<file path="src/rtl/period_meter_pkg.sv">
// Shared types and constants for the blink period meter.
// Filter depth only matters when PERIOD_METER_GLITCH_FILTER_EN is defined.
package period_meter_pkg;

    localparam logic [0:0] ST_IDLE    = 1'b0;
    localparam logic [0:0] ST_MEASURE = 1'b1;

    typedef enum logic [0:0] {
        IDLE    = ST_IDLE,
        MEASURE = ST_MEASURE
    } state_e;

    // Consecutive equal synchronized samples required before a new level is accepted
    localparam int unsigned FILT_DEPTH = 4;

    function automatic int unsigned cnt_width(input int unsigned n);
        return (n > 1) ? $clog2(n) : 1;
    endfunction

endpackage

</file>
<file path="src/rtl/ms_tick_gen.sv">
// Millisecond tick generator: counts 0..CLK_PER_MS-1 and pulses tick on the last count.
// clr realigns the millisecond boundary; a tick coinciding with clr is still reported.
module ms_tick_gen
    import period_meter_pkg::*;
#(
    parameter int unsigned CLK_PER_MS = 100000
) (
    input  logic clk,
    input  logic reset,
    input  logic clr,
    output logic tick
);

    localparam int unsigned    CW   = cnt_width(CLK_PER_MS);
    localparam logic [CW-1:0]  LAST = CW'(CLK_PER_MS - 1);

    logic [CW-1:0] cnt_q, cnt_d;

    assign tick = (cnt_q == LAST);

    always_comb begin
        cnt_d = cnt_q + CW'(1);
        if (clr || tick) begin
            cnt_d = '0;
        end
    end

    always_ff @(posedge clk or posedge reset) begin
        if (reset) begin
            cnt_q <= '0;
        end else begin
            cnt_q <= cnt_d;
        end
    end

endmodule

</file>
<file path="src/rtl/period_meter.sv">
// Measures the interval between consecutive blink_in transitions in whole milliseconds.
// Define PERIOD_METER_GLITCH_FILTER_EN to require FILT_DEPTH equal samples before accepting a level.
module period_meter
    import period_meter_pkg::*;
#(
    parameter int unsigned CLK_PER_MS = 100000,
    parameter int unsigned W          = 16
) (
    input  logic         clk,
    input  logic         reset,
    input  logic         blink_in,
    output logic [W-1:0] period_ms,
    output logic         valid,
    output logic         overflow
);

    logic [1:0]   sync_q;
    logic         lvl;
    logic         prev_q;
    logic         edge_q;
    logic         tick;
    logic         sat;

    state_e       state_q, state_d;
    logic [W-1:0] ms_cnt_q, ms_cnt_d;
    logic [W-1:0] period_q, period_d;
    logic         valid_q, valid_d;
    logic         ovf_q, ovf_d;

    always_ff @(posedge clk or posedge reset) begin
        if (reset) begin
            sync_q <= '0;
        end else begin
            sync_q <= {sync_q[0], blink_in};
        end
    end

`ifdef PERIOD_METER_GLITCH_FILTER_EN
    logic [FILT_DEPTH-2:0] hist_q;
    logic                  filt_q;

    // Current synchronized sample plus FILT_DEPTH-1 history samples must agree
    always_ff @(posedge clk or posedge reset) begin
        if (reset) begin
            hist_q <= '0;
            filt_q <= 1'b0;
        end else begin
            hist_q <= {hist_q[FILT_DEPTH-3:0], sync_q[1]};
            if (hist_q == {(FILT_DEPTH-1){sync_q[1]}}) begin
                filt_q <= sync_q[1];
            end
        end
    end

    assign lvl = filt_q;
`else
    assign lvl = sync_q[1];
`endif

    always_ff @(posedge clk or posedge reset) begin
        if (reset) begin
            prev_q <= 1'b0;
            edge_q <= 1'b0;
        end else begin
            prev_q <= lvl;
            edge_q <= lvl ^ prev_q;
        end
    end

    ms_tick_gen #(
        .CLK_PER_MS (CLK_PER_MS)
    ) u_tick (
        .clk   (clk),
        .reset (reset),
        .clr   (edge_q),
        .tick  (tick)
    );

    assign sat = tick && (ms_cnt_q == '1);

    always_comb begin
        state_d  = state_q;
        ms_cnt_d = ms_cnt_q;
        period_d = period_q;
        valid_d  = 1'b0;
        ovf_d    = ovf_q;
        case (state_q)
            IDLE: begin
                if (edge_q) begin
                    state_d  = MEASURE;
                    ms_cnt_d = '0;
                end
            end
            MEASURE: begin
                if (sat) begin
                    // Interval no longer representable; an edge landing here becomes the new reference
                    ovf_d    = 1'b1;
                    ms_cnt_d = '0;
                    if (!edge_q) begin
                        state_d = IDLE;
                    end
                end else if (edge_q) begin
                    period_d = ms_cnt_q + W'(tick);
                    valid_d  = 1'b1;
                    ovf_d    = 1'b0;
                    ms_cnt_d = '0;
                end else if (tick) begin
                    ms_cnt_d = ms_cnt_q + W'(1);
                end
            end
            default: begin
                state_d = IDLE;
            end
        endcase
    end

    always_ff @(posedge clk or posedge reset) begin
        if (reset) begin
            state_q  <= IDLE;
            ms_cnt_q <= '0;
            period_q <= '0;
            valid_q  <= 1'b0;
            ovf_q    <= 1'b0;
        end else begin
            state_q  <= state_d;
            ms_cnt_q <= ms_cnt_d;
            period_q <= period_d;
            valid_q  <= valid_d;
            ovf_q    <= ovf_d;
        end
    end

    assign period_ms = period_q;
    assign valid     = valid_q;
    assign overflow  = ovf_q;

endmodule

</file>
<file path="config.mk">
export PLATFORM = sky130hd
export DESIGN_NAME = period_meter
export DESIGN_NICKNAME = d
export VERILOG_FILES = /design/src/rtl/period_meter_pkg.sv /design/src/rtl/ms_tick_gen.sv /design/src/rtl/period_meter.sv
export SDC_FILE = /design/constraint.sdc
export NUM_CORES = 1
export LEC_CHECK = 0
export CELL_PAD_IN_SITES_DETAIL_PLACEMENT = 0
export CELL_PAD_IN_SITES_GLOBAL_PLACEMENT = 1
export CORE_MARGIN = 2
export CORE_UTILIZATION = 45
export CTS_CLUSTER_SIZE = 28
export DETAILED_ROUTE_END_ITERATION = 10
export GPL_TIMING_DRIVEN = 0
export PLACE_DENSITY_LB_ADDON = 0.2
export SYNTH_ARGS = -nofsm -noshare
export SYNTH_HDL_FRONTEND = slang
export SYNTH_SLANG_ARGS = --single-unit
</file>
<file path="constraint.sdc">
create_clock -name clk -period 3 [get_ports clk]
set_input_delay 0.6 -clock clk [delete_from_list [all_inputs] [get_ports clk]]
set_output_delay 0.6 -clock clk [all_outputs]
set_load 0.02 [all_outputs]
</file>
# --- Word-level counts from Yosys, hierarchy flattened ---
# Index checks and enable logic that the tools add are counted.
totals:
  regBits: 56
  output_inout_bits: 18
  input_bits: 3
  word_cells: 38
classes:
  n_eq_ne: 4
  muxes: 13
  reduce_logical: 6
  n_addsub: 3
  bitwise_logic: 3
ops:
  columns: ["cell", "count"]
  rows:
  - ["$mux W16", 4]
  - ["$pmux W16 S2", 1]
  - ["$add A17 B1 Y17 const B", 1]
  - ["$eq A17 B17 Y1 const B", 1]
  - ["$mux W17", 1]
  - ["$add A16 B1 Y16", 1]
  - ["$add A16 B1 Y16 const B", 1]
  - ["$eq A16 B16 Y1 const B", 1]
  - ["$mux W1", 6]
  - ["$ne A4 B4 Y1 const B", 1]
  - ["$reduce_and A2 Y1", 2]
  - ["$reduce_and A3 Y1", 1]
  - ["$ne A2 B2 Y1 const B", 1]
  - ["$not A1 Y1", 2]
  - ["$pmux W1 S2", 1]
  - ["$reduce_bool A2 Y1", 1]
  - ["$logic_and A1 B1 Y1", 1]
  - ["$logic_or A1 B1 Y1", 1]
  - ["$xor A1 B1 Y1", 1]

# --- Longest topological paths before layout ---
# Gate-level depths: netlist of the first run.
logic_depth:
  word_depth: 5
  ltp_mapped: 10
  ltp_nobuf: 10

# --- By module ---
# Synthesis of the first run repeated with hierarchy kept, for this count alone.
hier_totals:
  cells_unflattened: 294
  hier_area_um2: 2867.8
modules_own_cells:
  columns: ["mod", "seq_area_each_um2", "cells_per_inst", "area_each_um2", "n_inst"]
  rows:
  - ["period_meter", 975.9, 204, 1990.7, 1]
  - ["ms_tick_gen", 425.4, 90, 877.1, 1]

# --- Worst setup path after synthesis of the first run ---
# Ideal clock, no wire load.
synth_timing:
  path_kind: "register to register"
  start: "register u_tick.cnt_q[8]"
  end: "register period_q[15], in the netlist period_ms[15]"
  path_buffers: 1
  arrival_time_ps: 2450
  t_required_ps: 2863
  setup_ps: 137
  synth_period_minus_slack_ps: 2587
  slack_ps: 413
  stages_incl_launch_ff: 10
  cell_sequence: "dfrtp_1 -> or4b_4 -> nor4_4 -> ha_1 -> nand3_1 -> or2_2 -> clkbuf_1 -> nor3_1 -> xnor2_1 -> a21oi_1"
synth_between:
  elab_chain_len: 4
  elab_cells_between_ends: 5
  cone_classes: "add/sub (1); eq/ne (1); bitwise (1); reduce/logical (2)"
synth_rtl:
  columns: ["item", "line_no", "source"]
  rows:
  - ["start: declaration", "ms_tick_gen.sv:17", "logic [CW-1:0] cnt_q, cnt_d;"]
  - ["start signal: assignment", "ms_tick_gen.sv:32", "cnt_q <= cnt_d;"]
  - ["$eq A17 B17 Y1 *", "ms_tick_gen.sv:19", "assign tick = (cnt_q == LAST);"]
  - ["branches (longest 3 deep; another with $add A16 B1 Y16)", null, null]
  - ["end signal: assignment", "period_meter.sv:127", "period_q <= period_d;"]
  - ["end: declaration", "period_meter.sv:26", "logic [W-1:0] period_q, period_d;"]
# Mark *: on every way between the ends.
# A chain may end at the register's enable or synchronous reset.

# --- Worst setup path in the final report of the first run ---
# Ends and elaborated chain as after synthesis.

==> flow_summary.ini, run 1 <==
[clocking]
insertion_delay_ns = 0.31
clockBufferDepth = 2
cts_made_buffers = 5
cts-hold-fix-buffers = 0
cts_tree = yes
cts.root.buffer_cell = clkbuf_8
cts.htree.levels = 2
cts.sinks = 56
path_clk_slew_ns = 0.10

[global_route]
grt_pass1_vias = 2191
antenna_found_initial = 0
grt_first_pass_wirelength_um = 10500
grt_overflow_total = 0
grt_max_degree = 37
grt_use_total_pct = 18.7

[sta]
period_minus_slack_ns = 2.81
skew_ns = 0.00517
hold_viol_final = 0
max_freq_mhz = 355
setup_ws_ns = 0.186
setup_viol_count_final = 0
hold_slack_ns = 0.357
rsz0062_at_grt = false
relSlewSlack_pct = 38.7
fin_crit_sh_pct = 93.8
drv_slew = 0
worst_pin_slew_ns = 0.911

[synth]
synth-seq-area-share_pct = 49.0
synth_cells = 294
synth_ff_type = dfrtp_1
ys_ff_latch = 56
yosys_warnings = 0
synth_edf_count = 0
synthesis.nets = 301
synth_cell_types = 47
synth_area_um2 = 2860
syn_area_per_cell_um2 = 9.74
async_reset_ff_share_pct = 100

[floorplanning]
dieHeight_um = 83.8
rows = 29
die_w_um = 83.8
start_util_pct = 45.9
core_area_um2 = 6240
pin_count = 21
die-area_um2 = 7020

[route]
via_per_inst = 5.48
drcViolationCount = 0
drtIter0Drc = 148
ant_nets = 0
routedWlPerCell_um = 15.0
drtPass1Iterations = 4
vias = 2202
wl_um = 6050

[setup_path]
rrSetupSlack_ns = 0.19
setup.worst_path.start = u_tick.cnt_q[8]$_DFF_PP0_
cp.arrival_ns = 3.00
crit_type = reg -> reg
critical_path_peak_fanout = 5
timing.rr.start = u_tick.cnt_q[8]$_DFF_PP0_
start_kind = flop
critPathRequiredTime_ns = 3.18
end_kind = flop

[placed_design]
port_buffers = 20
place_hpwl_um = 4200
place_area_um2 = 3180
pre_cts_ws_ns = -0.0108
routabilityCongestion = 0.802

[layout]
area_delta_synth_final_pct = 15.9
drive_above_1_share_pct = 10.5
fin_area_um2 = 3320
n_antenna_cell = 0
final_nets = 333
final_common_cell = dfrtp_1
final_cell_mix = 55 x dfrtp_1, 47 x nor2_1, 25 x a21oi_1

[min_path]
hp-start = sync_q[0]$_DFF_PP0_
hold_path_class = reg -> reg

[power_and_ir_drop]
p_per_area_nw_per_um2 = 446
ir_drop_mv = 0.243
p_leak_nw = 1.33

[flow_run]
drv_cap = 0

[outcome]
status = complete, no violations
[where the power goes]
part | total [W] | internal, W | switching, W
Clock | 0.000477 | 0.000240 | 0.000237
Sequential | 0.000813 | 0.000791 | 0.0000218
Combinational | 0.000189 | 0.0000779 | 0.000111
Total | 0.00148 | 0.00111 | 0.000370
[timing repair]
item | CTS | global route
setup endpoints to repair | 1 | 22
pin swaps | 1 | 2
gates resized for setup | 0 | 2
cloned | 0 | 0
buffers inserted | 1 | 3
[metrics by stage]
| stage | total power [W] | setup TNS (ns) | util [%] | instances |
|---|---|---|---|---|
| global placement | 0.00102 | -2.23 | 50.6 | 391 |
| global route | 0.00154 | 0 | 53.2 | 402 |
| detailed placement | 0.00102 | -0.0108 | 50.9 | 392 |
| finish | 0.00148 | 0 | 53.2 | 402 |
| floorplan | 0.000935 | 0 | - | 294 |
| CTS | 0.00150 | 0 | 52.6 | 399 |
[routing by layer]
layer  wire length [µm]  up-vias  global-route usage, %
li1                   -     1084                      -
met1               2710     1070                   24.4
met2               3010       40                   31.7
met3                219        8                   3.26
met4                 99        0                   6.16
met5                  0        -                      0
[path summary, 6_finish.rpt]
path                       cells past startpoint                        end
max                                            9  period_ms[15]$_DFFE_PP0P_
min                                            0        sync_q[1]$_DFF_PP0_
max reg2reg                                    9  period_ms[15]$_DFFE_PP0P_
min reg2reg                                    0        sync_q[1]$_DFF_PP0_
max in group asynchronous                      3  u_tick.cnt_q[9]$_DFF_PP0_
min in group asynchronous                      2   period_ms[0]$_DFFE_PP0P_
[cells in the mapped netlist, drive strengths merged (3+ instances only)]
| cell | instances | area [µm²] |
|---|---|---|
| a21oi | 25 | 125 |
| and3 | 4 | 25.0 |
| buf | 5 | 35.0 |
| clkbuf | 9 | 53.8 |
| dfrtp | 56 | 1400 |
| ha | 4 | 50.1 |
| inv | 5 | 18.8 |
| nand2 | 17 | 66.3 |
| nand3 | 18 | 90.1 |
| nand4 | 13 | 81.3 |
| nor2 | 47 | 176 |
| nor2b | 3 | 18.8 |
| nor3 | 5 | 25.0 |
| nor4 | 5 | 58.8 |
| o21ai | 8 | 40.0 |
| or2 | 3 | 18.8 |
| or3 | 5 | 31.3 |
| or4 | 5 | 41.3 |
| or4b | 3 | 33.8 |
| xnor2 | 14 | 123 |
| xor2 | 20 | 175 |
[cell type report]
type / count / area [µm²]
buffer: 15 / 97.6
clock inverter: 1 / 30.0
sequential: 56 / 1400
fill: 593 / 2920
clock buffer: 5 / 68.8
timing repair buffer: 25 / 250
multi-input combinational: 218 / 1350
inverter: 5 / 18.8
tap: 77 / 96.3
[worst max-delay path, cell delays in order (launching register included)]
cell and delay [ns]:
dfrtp_1 0.44, or4b_4 0.56, nor4_4 0.36, ha_1 0.24, nand3_1 0.16, or2_2 0.31, clkbuf_1 0.18, nor3_1 0.20
xnor2_1 0.15, a21oi_1 0.08
[kinds of logic (layout without fill, tap and decap cells)]
family | count (synthesis) | after routing | synth area share [%]
and+or+nand+nor | 138 | 138 | 26.1
DFF | 56 | 56 | 49.0
AOI/OAI and AO/OA | 40 | 40 | 7.91
xor gates and xnor gates | 34 | 34 | 10.4
buffers and inverters | 20 | 51 | 4.06
adders and majority gates | 4 | 4 | 1.75
muxes | 2 | 2 | 0.787
[flip-flops by register name, summed over array words and instances, names as in the netlist]
signal / cells
u_tick.cnt_q: 17
ms_cnt_q: 16
period_ms: 16
sync_q: 2
edge_q: 1
overflow: 1
prev_q: 1
state_q: 1
valid: 1
(Power assumes the default switching activity.)
==> inputs of run 2 (changes only) <==
Settings changed: PLACE_DENSITY_LB_ADDON 0.2 to 0.1.
==> run 2 against run 1 <==
Effect of this change: critical endpoint unchanged; critical path depth unchanged; flip-flop and latch count unchanged; global-route usage decreased by 0.097 points; highest routed layer unchanged; routed wire length increased by 0.13%; non-clock buffer count decreased by 3; setup slack improved by 0.049 ns; final cell count decreased by 0.25%; largest power group unchanged; clock skew increased by 0.013 ns; power decreased by 3.8%; first-iteration DRC count decreased by 34%; design area decreased by 0.64%.
==> flow_summary.ini, run 2 (synthesis results as in run 1) <==
[power_and_ir_drop]
p_switching_w = 0.000387
p_sw_share_pct = 27.2
comb_power_share_pct = 13.2
intPower_w = 0.00104
ir_drop_mv = 0.216
p_leak_nw = 1.32
p_per_area_nw_per_um2 = 432
seq_power_share_pct = 57.2
clock_power_share_pct = 29.6

[layout]
n_antenna_cell = 0
finalNonFillerCells = 401
area_delta_synth_final_pct = 15.2
n_fill_cell = 597
final_nets = 330
largest_register_ffs = 17
top_register = u_tick.cnt_q
drive_above_1_share_pct = 10.2
final_cell_mix = 55 x dfrtp_1, 46 x nor2_1, 25 x a21oi_1
final_common_cell = dfrtp_1

[clocking]
cts.sinks = 56
cts.htree.levels = 2
insertion_delay_ns = 0.32
clockBufferDepth = 2
cts_tree = yes
path_clk_slew_ns = 0.10
cts_made_buffers = 5
cts.root.buffer_cell = clkbuf_8

[floorplanning]
die_w_um = 83.8
core_area_um2 = 6240
start_util_pct = 45.9
rows = 29
die-area_um2 = 7020
pin_count = 21
dieHeight_um = 83.8

[setup_path]
critical_path_peak_fanout = 5
cp.arrival_ns = 2.95
crit_type = reg -> reg
start_kind = flop
worst_r2r_path_depth = 9
critPathRequiredTime_ns = 3.18
end_kind = flop

[sta]
setup_viol_count_final = 0
rsz0062_at_grt = false
drv_slew = 0
worst_pin_slew_ns = 0.865
hold_viol_final = 0
setup_ws_ns = 0.236
period_minus_slack_ns = 2.76
relSlewSlack_pct = 41.8
max_freq_mhz = 362
fin_setup_tns_ns = 0
fin_crit_sh_pct = 92.1
skew_ns = 0.0179

[placed_design]
pre_cts_ws_ns = 0.0226
place_inst = 392
routabilityCongestion = 0.800
port_buffers = 20
place_hpwl_um = 4290

[outcome]
status = complete, no violations

[route]
drtPass1Iterations = 4
vias = 2169
drcViolationCount = 0
routedWlPerCell_um = 15.1
ant_nets = 0
drtIter0Drc = 98
wl_um = 6050
via_per_inst = 5.41

[global_route]
grt_use_total_pct = 18.6
grt_overflow_total = 0
grt_first_pass_wirelength_um = 10500
antenna_found_initial = 0
grt_max_degree = 35
grt_pass1_vias = 2169

[flow_run]
drv_cap = 0

[min_path]
hold_depth = 0
hold_path_class = reg -> reg
run 2: final timing paths:
check                                            from                        end  slack (ns)
setup / recovery           u_tick.cnt_q[11]$_DFF_PP0_  period_ms[15]$_DFFE_PP0P_        0.24
hold / removal                    sync_q[0]$_DFF_PP0_        sync_q[1]$_DFF_PP0_        0.36
setup reg to reg           u_tick.cnt_q[11]$_DFF_PP0_  period_ms[15]$_DFFE_PP0P_        0.24
hold reg to reg                   sync_q[0]$_DFF_PP0_        sync_q[1]$_DFF_PP0_        0.36
max in group asynchronous                       reset  u_tick.cnt_q[9]$_DFF_PP0_        1.82
min in group asynchronous                       reset  period_ms[11]$_DFFE_PP0P_        0.62
run 2: metal layers:
| layer | up-vias | wire, µm | global-route usage (%) |
|---|---|---|---|
| met5 | - | 0 | 0 |
| met4 | 0 | 105 | 5.28 |
| met3 | 8 | 226 | 2.97 |
| met2 | 38 | 2970 | 31.7 |
| met1 | 1044 | 2760 | 24.7 |
| li1 | 1079 | - | - |
run 2: layout make-up:
cell class	count	area, µm²	share of cell area (%)
Clock buffer	6	72.6	2.20
Timing Repair Buffer	22	228	6.91
Buffer	15	97.6	2.96
Inverter	5	18.8	0.569
Sequential cell	56	1400	42.5
Tap cell	77	96.3	2.92
Multi-Input combinational cell	218	1370	41.4
Clock inverter	2	16.3	0.493
run 2: what timing repair did:
| action | CTS | global route |
|---|---|---|
| buffers inserted | 1 | 0 |
| cloned | 0 | 0 |
| gates resized for setup | 0 | 4 |
| pin swaps | 1 | 2 |
| endpoints found under the setup margin | 1 | 21 |
| hold buffers | 0 | 0 |
run 2: critical path: stages, from the launching register on:
cell and delay, ns:
dfrtp_1 0.45, or4b_4 0.54, nor4_4 0.32, ha_1 0.23, nand3_1 0.17, or2_2 0.32, clkbuf_1 0.18, nor3_1 0.20
xnor2_1 0.15, a21oi_1 0.08
run 2: per-stage QoR:
stage	area (µm²)	hold WS (ns)	total power [W]	utilization [%]
global route	3300	0.380	0.00148	52.8
CTS	3280	0.366	0.00144	52.5
detailed placement	3180	0.341	0.00102	50.9
floorplan	2860	0.331	0.000935	-
global placement	3160	0.343	0.00102	50.6
finish	3300	0.362	0.00142	52.8
run 2: power by group through the flow:
stage | Combinational (W) | Sequential, W | Clock (W)
floorplan | 0.0000720 | 0.000863 | 0
global placement | 0.000189 | 0.000829 | 0
detailed placement | 0.000193 | 0.000830 | 0
CTS | 0.000193 | 0.000815 | 0.000435
global route | 0.000205 | 0.000820 | 0.000459
finish | 0.000188 | 0.000814 | 0.000421
==> inputs of run 3 (changes only) <==
Settings changed: CELL_PAD_IN_SITES_DETAIL_PLACEMENT 0 to not set, CELL_PAD_IN_SITES_GLOBAL_PLACEMENT 1 to not set, PLACE_DENSITY_LB_ADDON 0.1 to not set.
==> run 3 against run 2 <==
Effect of this change: power rose by 8.4%; sequential power about the same; largest power group unchanged; design area rose by 1.9%; critical path type unchanged; flip-flop and latch count unchanged; non-clock buffer count is 4 higher; core utilization rose by 1.0 points; routed wire length shrank 2.2%; clock power increased by 28%; first-iteration DRC count is 37% higher; hold slack worse by 0.0029 ns; register-to-register slack improved by 0.05 ns.
==> flow_summary.ini, run 3 (synthesis results as in run 1) <==
[placed_design]
routabilityCongestion = 0.817
place_hpwl_um = 4140
port_buffers = 20

[min_path]
hp-start = sync_q[0]$_DFF_PP0_
hold_depth = 0
hold_end = sync_q[1]$_DFF_PP0_
hold_path_class = reg -> reg

[layout]
n_fill_cell = 589
final_common_cell = dfrtp_1
multi_input_comb_area_um2 = 1360
drive_above_1_share_pct = 11.0
area_delta_synth_final_pct = 17.4
final_cell_mix = 56 x dfrtp_1, 47 x nor2_1, 25 x a21oi_1
final_nets = 334
largest_register_ffs = 17
register_area_um2 = 1400
top_register = u_tick.cnt_q
n_antenna_cell = 0

[power_and_ir_drop]
power_w = 0.00154
ir_drop_mv = 0.231
p_per_area_nw_per_um2 = 459
p_leak_nw = 1.37

[setup_path]
start_kind = flop
worst_r2r_path_depth = 9
cp.arrival_ns = 2.90
critical_path_peak_fanout = 5
regToRegEndpoint = period_ms[15]$_DFFE_PP0P_
end_kind = flop
critPathRequiredTime_ns = 3.19
crit_type = reg -> reg
rrSetupSlack_ns = 0.29
timing.rr.start = u_tick.cnt_q[8]$_DFF_PP0_

[outcome]
status = complete, no violations

[clocking]
insertion_delay_ns = 0.32
cts.root.buffer_cell = clkbuf_8
path_clk_slew_ns = 0.10
cts.htree.levels = 2
cts.sinks = 56
clockBufferDepth = 2
cts_tree = yes
cts_made_buffers = 5
cts-hold-fix-buffers = 0

[sta]
skew_ns = 0.0142
max_freq_mhz = 369
fin_crit_sh_pct = 90.4
worst_pin_slew_ns = 0.836
hold_viol_final = 0
hold_slack_ns = 0.359
fin_setup_tns_ns = 0
relSlewSlack_pct = 43.8
drv_slew = 0
period_minus_slack_ns = 2.71
setup_viol_count_final = 0
rsz0062_at_grt = false

[floorplanning]
die_w_um = 83.8
rows = 29
pin_count = 21
core_area_um2 = 6240
start_util_pct = 45.9
die-area_um2 = 7020
dieHeight_um = 83.8

[route]
wl_um = 5920
drtIter0Drc = 134
via_per_inst = 5.40
drtPass1Iterations = 4
drcViolationCount = 0
routedWlPerCell_um = 14.6
vias = 2188
ant_nets = 0

[flow_run]
drv_cap = 0

[global_route]
grt_use_total_pct = 18.1
antenna_found_initial = 0
grt_first_pass_wirelength_um = 10200
grt_max_degree = 37
grt_pass1_vias = 2096
grt_overflow_total = 0
[run 3: cell types whose count changed in the layout (fill, tap and decap cells not counted), sizes merged]
| cell | previous run | this run |
|---|---|---|
| clkbuf | 15 | 16 |
| buf | 7 | 11 |
| clkinvlp | 1 | 0 |
| bufinv | 0 | 1 |
| clkinv | 1 | 0 |
[run 3: layout make-up]
type	count	area share, %
multi-input combinational	218	40.5
timing repair buffer	26	7.67
clock inverter	1	0.894
tap	77	2.87
inverter	5	0.558
clock buffer	7	2.87
sequential	56	41.7
buffer	15	2.90
[run 3: report_power, final]
group	leakage (nW)	internal, W	switching [W]
Combinational	0.560	0.0000780	0.000111
Clock	0.0645	0.000295	0.000245
Sequential	0.743	0.000792	0.0000230
Total	1.37	0.00116	0.000378
[run 3: how the worst max path moves through the flow]
stage / startpoint / slack, ns / cells past startpoint / end
5_1_grt: u_tick.cnt_q[9]$_DFF_PP0_ / 0.09 / 9 / period_ms[15]$_DFFE_PP0P_
4_1_cts: u_tick.cnt_q[0]$_DFF_PP0_ / 0.008 / 10 / period_ms[15]$_DFFE_PP0P_
3_3_place_gp: reset / -0.08 / 2 / period_ms[0]$_DFFE_PP0P_
3_5_place_dp: u_tick.cnt_q[0]$_DFF_PP0_ / 0.02 / 10 / period_ms[15]$_DFFE_PP0P_
6_report: u_tick.cnt_q[8]$_DFF_PP0_ / 0.29 / 9 / period_ms[15]$_DFFE_PP0P_
2_1_floorplan: u_tick.cnt_q[8]$_DFF_PP0_ / 0.41 / 9 / period_ms[15]$_DFFE_PP0P_
[run 3: critical path: stages, from the launching register on]
cell and delay (ns):
dfrtp_1 0.42, or4b_4 0.56, nor4_4 0.30, ha_1 0.24
nand3_1 0.16, or2_2 0.31, clkbuf_1 0.17, nor3_1 0.20
xnor2_1 0.15, a21oi_1 0.08
[run 3: timing repair]
action                     CTS  global route
setup endpoints to repair    0            23
buffers inserted             0             5
gates resized for setup      0             2
hold endpoints to repair     0             0
[run 3: routing by layer]
layer / vias to the layer above / track usage (%) / wire length (µm)
met5: - / 0 / 0
met4: 0 / 5.87 / 94
met3: 9 / 3.07 / 214
met2: 40 / 28.9 / 2740
met1: 1045 / 25.2 / 2870
li1: 1094 / - / -
[run 3: per-stage QoR]
stage	worst slack [ns]	utilization [%]	std cells	instance area [µm²]
after floorplan	0.413	-	294	2860
after global routing	0.0923	53.8	405	3360
after detailed placement	0.0166	50.9	392	3180
final	0.289	53.8	405	3360
after CTS	0.00848	53.0	400	3310
after global placement	-0.0800	50.6	391	3160
==> patch 1, RTL diff (config.mk and constraints of run 2) <==
`CLK_PER_MS` is set to 100000 in 2 places; all go to 200000.
--- a/src/rtl/ms_tick_gen.sv
+++ b/src/rtl/ms_tick_gen.sv
@@ -3,7 +3,7 @@
 module ms_tick_gen
     import period_meter_pkg::*;
 #(
-    parameter int unsigned CLK_PER_MS = 100000
+    parameter int unsigned CLK_PER_MS = 200000
 ) (
     input  logic clk,
     input  logic reset,
--- a/src/rtl/period_meter.sv
+++ b/src/rtl/period_meter.sv
@@ -3,7 +3,7 @@
 module period_meter
     import period_meter_pkg::*;
 #(
-    parameter int unsigned CLK_PER_MS = 100000,
+    parameter int unsigned CLK_PER_MS = 200000,
     parameter int unsigned W          = 16
 ) (
     input  logic         clk,
Function: same outputs for any inputs over 10 cycles, from zero or initial values and one cycle with reset high; that may be too few to reach the edited logic, so the function may still have changed.
==> patch 1 against run 2 <==
Count of clock-buffer cells in the layout is 5 higher. Routed wire length is 7.0% lower. Total power is 25% higher. Sequential cell count is 1 higher. Sequential power is 3.2% lower. Worst setup slack better by 140 ps. Fmax is 5.3% higher. Design area is 7.2% higher. Synthesized area is 3.9% higher. Critical path type unchanged. Critical endpoint unchanged. Largest power group is now the clock network.
==> patch 1: results <==
metrics = {
    "detailed_routing": {
        "via_per_inst": 5.33,
        "routedWlPerCell_um": 14.4,
        "detail_route.iter0.violations": 71,
        "detailed_routing_iteration_count_for_the_pre_antenna_repair_pass": 4,
    },
    "place": {
        "port_buffers": 20,
        "finalWeightedCongestion": 0.806,
        "dpl.cell_count": 374,
        "dp_hpwl_um": 3880,
    },
    "yosys": {
        "post_synth_mux_area_share_pct": 7.02,
        "synth_cell_types": 45,
        "synth_seq_area_share_pct": 47.9,
        "synth_compound_area_share_pct": 6.73,
        "dominantRegCellSynth": "dfrtp_1",
        "number_of_enable_type_register_cells_in_the_synthesized_netlist": 0,
        "synth_xor_xnor_area_share_pct": 10.0,
        "yosysWarnings": 0,
        "postSynth.asyncResetShare_pct": 100,
        "synth-adder-area-share_pct": 1.68,
        "post_synth_main_area_contributors": "dfrtp_1, xor2_1, nor2_1, mux2_4, xnor2_1",
        "syn-instance-count": 276,
        "post_synth_most_frequent_cells": "dfrtp_1, nor2_1, xor2_1, nand2_1, nand3_1",
    },
    "grt": {
        "first_pass_grt_wire_length_um": 9790,
        "grt_max_degree": 36,
        "grt.met1_usage_pct": 24.5,
        "global_route_usage_over_all_layers_pct": 17.4,
        "grt_pass1_vias": 2007,
        "antenna_found_initial": 0,
        "grt_use_met2_pct": 24.9,
        "global_route_met3_utilization_pct": 3.50,
    },
    "final_layout": {
        "antenna_cells": 0,
        "filler_cell_count": 580,
        "largest_register": "u_tick.cnt_q",
        "final_cell_count_no_fill": 390,
        "share_of_post_route_cells_with_drive_strength_above_1_pct": 19.2,
        "fin_nets": 315,
        "flip_flop_count_of_the_largest_register_after_layout": 18,
    },
    "critical_path": {
        "r2r_cells": 10,
        "rr_startpoint": "u_tick.cnt_q[0]",
        "max_stage_delay_ps": 380,
        "worst_path_dominant_cell_family": "simple AND/OR/NAND/NOR gates",
        "arrival_ps": 2860,
        "r2r_setup_slack_ps": 370,
        "crit_slowest_cell": "dfrtp_1",
        "crit_path_max_fanout": 7,
        "worstReg2RegEnd": "period_ms[15]",
    },
    "sta": {
        "tightestPinTransition_ps": 835,
        "finalClockSkew_ps": 11.5,
    },
    "clock_network": {
        "clock_insertion_delay_worst_skew_ps": 350,
        "cts.reportedPaths.clkPinSlew_ps": 70,
        "post_cts_hold_buffers": 0,
        "clock_tree.htree_level_count": 3,
        "max-clock-path-buffers": 2,
        "postCtsSetupRepairBufs": 0,
        "cts_inserted_buffers": 9,
    },
    "status": {
        "status": "complete, no violations",
    },
    "power": {
        "power_leakage_nw": 1.59,
        "max-vdd-ir-drop_v": 0.000316,
    },
    "hold_path": {
        "hold_depth": 0,
    },
}
==> patch 1: how the worst max path moves through the flow <==
| stage | startpoint | endpoint | slack [ps] | cells past startpoint |
|---|---|---|---|---|
| 2_1_floorplan | u_tick.cnt_q[0] | period_ms[8] | 730 | 11 |
| 3_3_place_gp | reset | period_ms[12] | -160 | 2 |
| 3_5_place_dp | u_tick.cnt_q[0] | period_ms[15] | 370 | 10 |
| 4_1_cts | u_tick.cnt_q[0] | period_ms[15] | 370 | 10 |
| 5_1_grt | u_tick.cnt_q[0] | period_ms[13] | 170 | 10 |
| 6_report | u_tick.cnt_q[0] | period_ms[15] | 370 | 10 |
==> patch 1: routing by layer <==
metal | wire length [um] | part of all wire (%) | vias to the layer above
met5 | 0 | 0 | -
met4 | 134 | 2.4 | 0
met3 | 144 | 2.6 | 10
met2 | 2520 | 45 | 28
li1 | - | - | 1030
met1 | 2840 | 50 | 1012
==> patch 1: worst register-to-register path: stages (launching register included) <==
cell and delay [ps]:
dfrtp_1 380, ha_1 240, nand3_4 130, nor3_4 320
and2_1 190, buf_6 120, ha_1 160, nand3_1 290
nor3_1 280, xor2_1 130, mux2_2 270
==> patch 1: layout make-up <==
class                   count  share of cell area, %
inverters                   7                  0.743
multi-input cells         198                   39.6
clock buffers              11                   4.00
flip-flops and latches     57                   40.3
repair buffers             21                   6.23
plain buffers              14                   3.43
well taps                  77                   2.72
clock inverters             5                   2.90
==> patch 1: cells by family after synthesis <==
family | Yosys count
buf+inv | 21
fa+ha+maj | 4
compound gates | 31
xor+xnor | 34
mux | 16
flops | 57
simple gates | 113
==> patch 1: where the power goes <==
part / switching, mW / internal [mW]
Sequential: 0.00864 / 0.780
Combinational: 0.0607 / 0.0377
Clock: 0.316 / 0.573
==> patch 1: stage by stage <==
stage	TNS [ps]	hold slack [ps]	cell area, sq um
floorplan	0	331	2980
global placement	-8690	332	3270
detailed placement	0	337	3290
CTS	0	351	3540
global route	0	359	3540
finish	0	347	3540
==> patch 2, RTL diff (config.mk and constraints of run 2) <==
Without the edit above. Register the output `overflow` once more, cleared by the reset; this adds one clock of latency there. The other outputs are not delayed to match.
--- a/src/rtl/period_meter.sv
+++ b/src/rtl/period_meter.sv
@@ -132,7 +132,13 @@
 
     assign period_ms = period_q;
     assign valid     = valid_q;
-    assign overflow  = ovf_q;
+    always_ff @(posedge clk or posedge reset) begin
+        if (reset) begin
+            overflow <= '0;
+        end else begin
+            overflow <= ovf_q;
+        end
+    end
 
 endmodule
 
Function: same outputs for any inputs over 10 cycles, from zero or initial values and one cycle with reset high; that may be too few to reach the edited logic, so the function may still have changed.
==> patch 2 against run 2 <==
Worst hold slack got worse by 8.4 ps. Non-clock buffer count grew 1. Synthesized area up 0.87%. First-iteration DRC count up 35%. Sequential share of layout area fell by 1.9 points. Design area rose by 6.6%. Total power is 41% higher. Clock skew shrank 12 ps. Fmax down 0.86%. Clock power grew 140%. Sequential cell count is 1 higher. Routed wire length up 2.0%. Worst setup slack lost 24 ps. Highest routed layer unchanged.
==> patch 2: results <==
metrics = {
    "status": {
        "status": "complete, no violations",
    },
    "critical_path": {
        "max_stage_delay_ps": 540,
        "crit_slowest_cell": "or4b_4",
        "crit_path_max_fanout": 5,
        "worstReg2RegEnd": "period_ms[15]",
        "r2r_setup_slack_ps": 210,
        "arrival_ps": 2980,
    },
    "power": {
        "comb_power_mw": 0.189,
        "powerSeq_mw": 0.828,
        "max-vdd-ir-drop_v": 0.000339,
        "power_leakage_nw": 1.44,
        "p_int_mw": 1.56,
    },
    "yosys": {
        "syn_nets": 302,
        "synth_xor_xnor_area_share_pct": 10.3,
        "synth_cell_types": 47,
        "post_synth_most_frequent_cells": "dfrtp_1, nor2_1, a21oi_1, xor2_1, nand3_1",
        "synth_seq_area_share_pct": 49.4,
        "post_synth_mux_area_share_pct": 0.780,
        "synth-adder-area-share_pct": 1.73,
        "synth_compound_area_share_pct": 7.84,
        "yosysWarnings": 0,
        "post_synth_main_area_contributors": "dfrtp_1, nor2_1, xor2_1, a21oi_1, xnor2_1",
    },
    "final_layout": {
        "flip_flop_count_of_the_largest_register_after_layout": 17,
        "antenna_cells": 0,
        "fin_nets": 336,
        "largest_register": "u_tick.cnt_q",
        "share_of_post_route_cells_with_drive_strength_above_1_pct": 12.6,
    },
    "clock_network": {
        "cts.reportedPaths.clkPinSlew_ps": 70,
        "cts_inserted_buffers": 9,
        "clock_insertion_delay_worst_skew_ps": 330,
        "max-clock-path-buffers": 2,
        "clockRootBuffer": "clkbuf_8",
        "clock_tree.htree_level_count": 3,
    },
    "place": {
        "dp_hpwl_um": 4210,
        "placement.cell_area_sq_mm": 0.00320,
        "port_buffers": 20,
        "finalWeightedCongestion": 0.808,
    },
    "sta": {
        "finalClockSkew_ps": 6.22,
        "tightestPinTransition_ps": 856,
        "fin_worst_hold_slack_ps": 353,
    },
    "detailed_routing": {
        "detail_route.iter0.violations": 132,
        "drc": 0,
        "detailed_routing_iteration_count_for_the_pre_antenna_repair_pass": 4,
        "routedWlPerCell_um": 15.0,
        "via_count": 2221,
    },
    "grt": {
        "grt_max_degree": 37,
        "grt_use_met2_pct": 29.9,
        "global_route_met3_utilization_pct": 4.06,
        "grt.met1_usage_pct": 24.6,
        "grt_pass1_vias": 2099,
        "antenna_found_initial": 0,
        "first_pass_grt_wire_length_um": 10500,
        "global_route_usage_over_all_layers_pct": 18.9,
    },
    "hold_path": {
        "hold_path_startpoint": "sync_q[0]",
    },
}
patch 2: how the worst max path moves through the flow:
stage	slack [ps]	from	endpoint
after floorplan	410	u_tick.cnt_q[8]	period_ms[15]
after global placement	-70	reset	valid
after CTS	90	u_tick.cnt_q[6]	period_ms[6]
final	210	u_tick.cnt_q[11]	period_ms[15]
after detailed placement	-30	u_tick.cnt_q[8]	period_ms[15]
after global routing	40	u_tick.cnt_q[11]	period_ms[15]
patch 2: worst max-delay path, delay by kind of cell (launching register included):
kind / cells / cell delay [ps]
XOR/XNOR: 1 / 150
buffers and inverters: 1 / 180
adder cells (fa/ha/maj): 1 / 230
AO/OA/AOI/OAI: 1 / 80
AND/OR/NAND/NOR: 5 / 1590
flip-flops: 1 / 430
patch 2: repair_timing:
item	4_1_cts	5_1_grt
resized for setup	0	3
pin swaps	1	2
setup endpoints to repair	3	20
buffers inserted	1	1
patch 2: metal layers:
layer  vias up  wire length, um
met5         -                0
met4         0              129
met3        10              147
met2        32             2970
met1      1079             2930
li1       1100                -
patch 2: final cells by class:
type                            instances  area, sq um
Multi-Input combinational cell        218         1360
Clock buffer                           11          151
Inverter                                5         18.8
Sequential cell                        57         1430
Clock inverter                          5          125
Tap cell                               77         96.3
Timing Repair Buffer                   23          235
Fill cell                             571         2760
Buffer                                 15         97.6
patch 2: per-stage QoR:
| step | power, mW | worst slack [ps] | utilization, % | setup TNS [ps] | std cells |
|---|---|---|---|---|---|
| floorplan | 0.948 | 413 | - | 0 | 295 |
| global placement | 1.03 | -68.7 | 50.7 | -3730 | 392 |
| detailed placement | 1.04 | -32.6 | 51.0 | -36.8 | 393 |
| CTS | 2.03 | 87.8 | 55.6 | 0 | 410 |
| global route | 2.09 | 41.1 | 56.0 | 0 | 411 |
| finish | 2.01 | 212 | 56.0 | 0 | 411 |
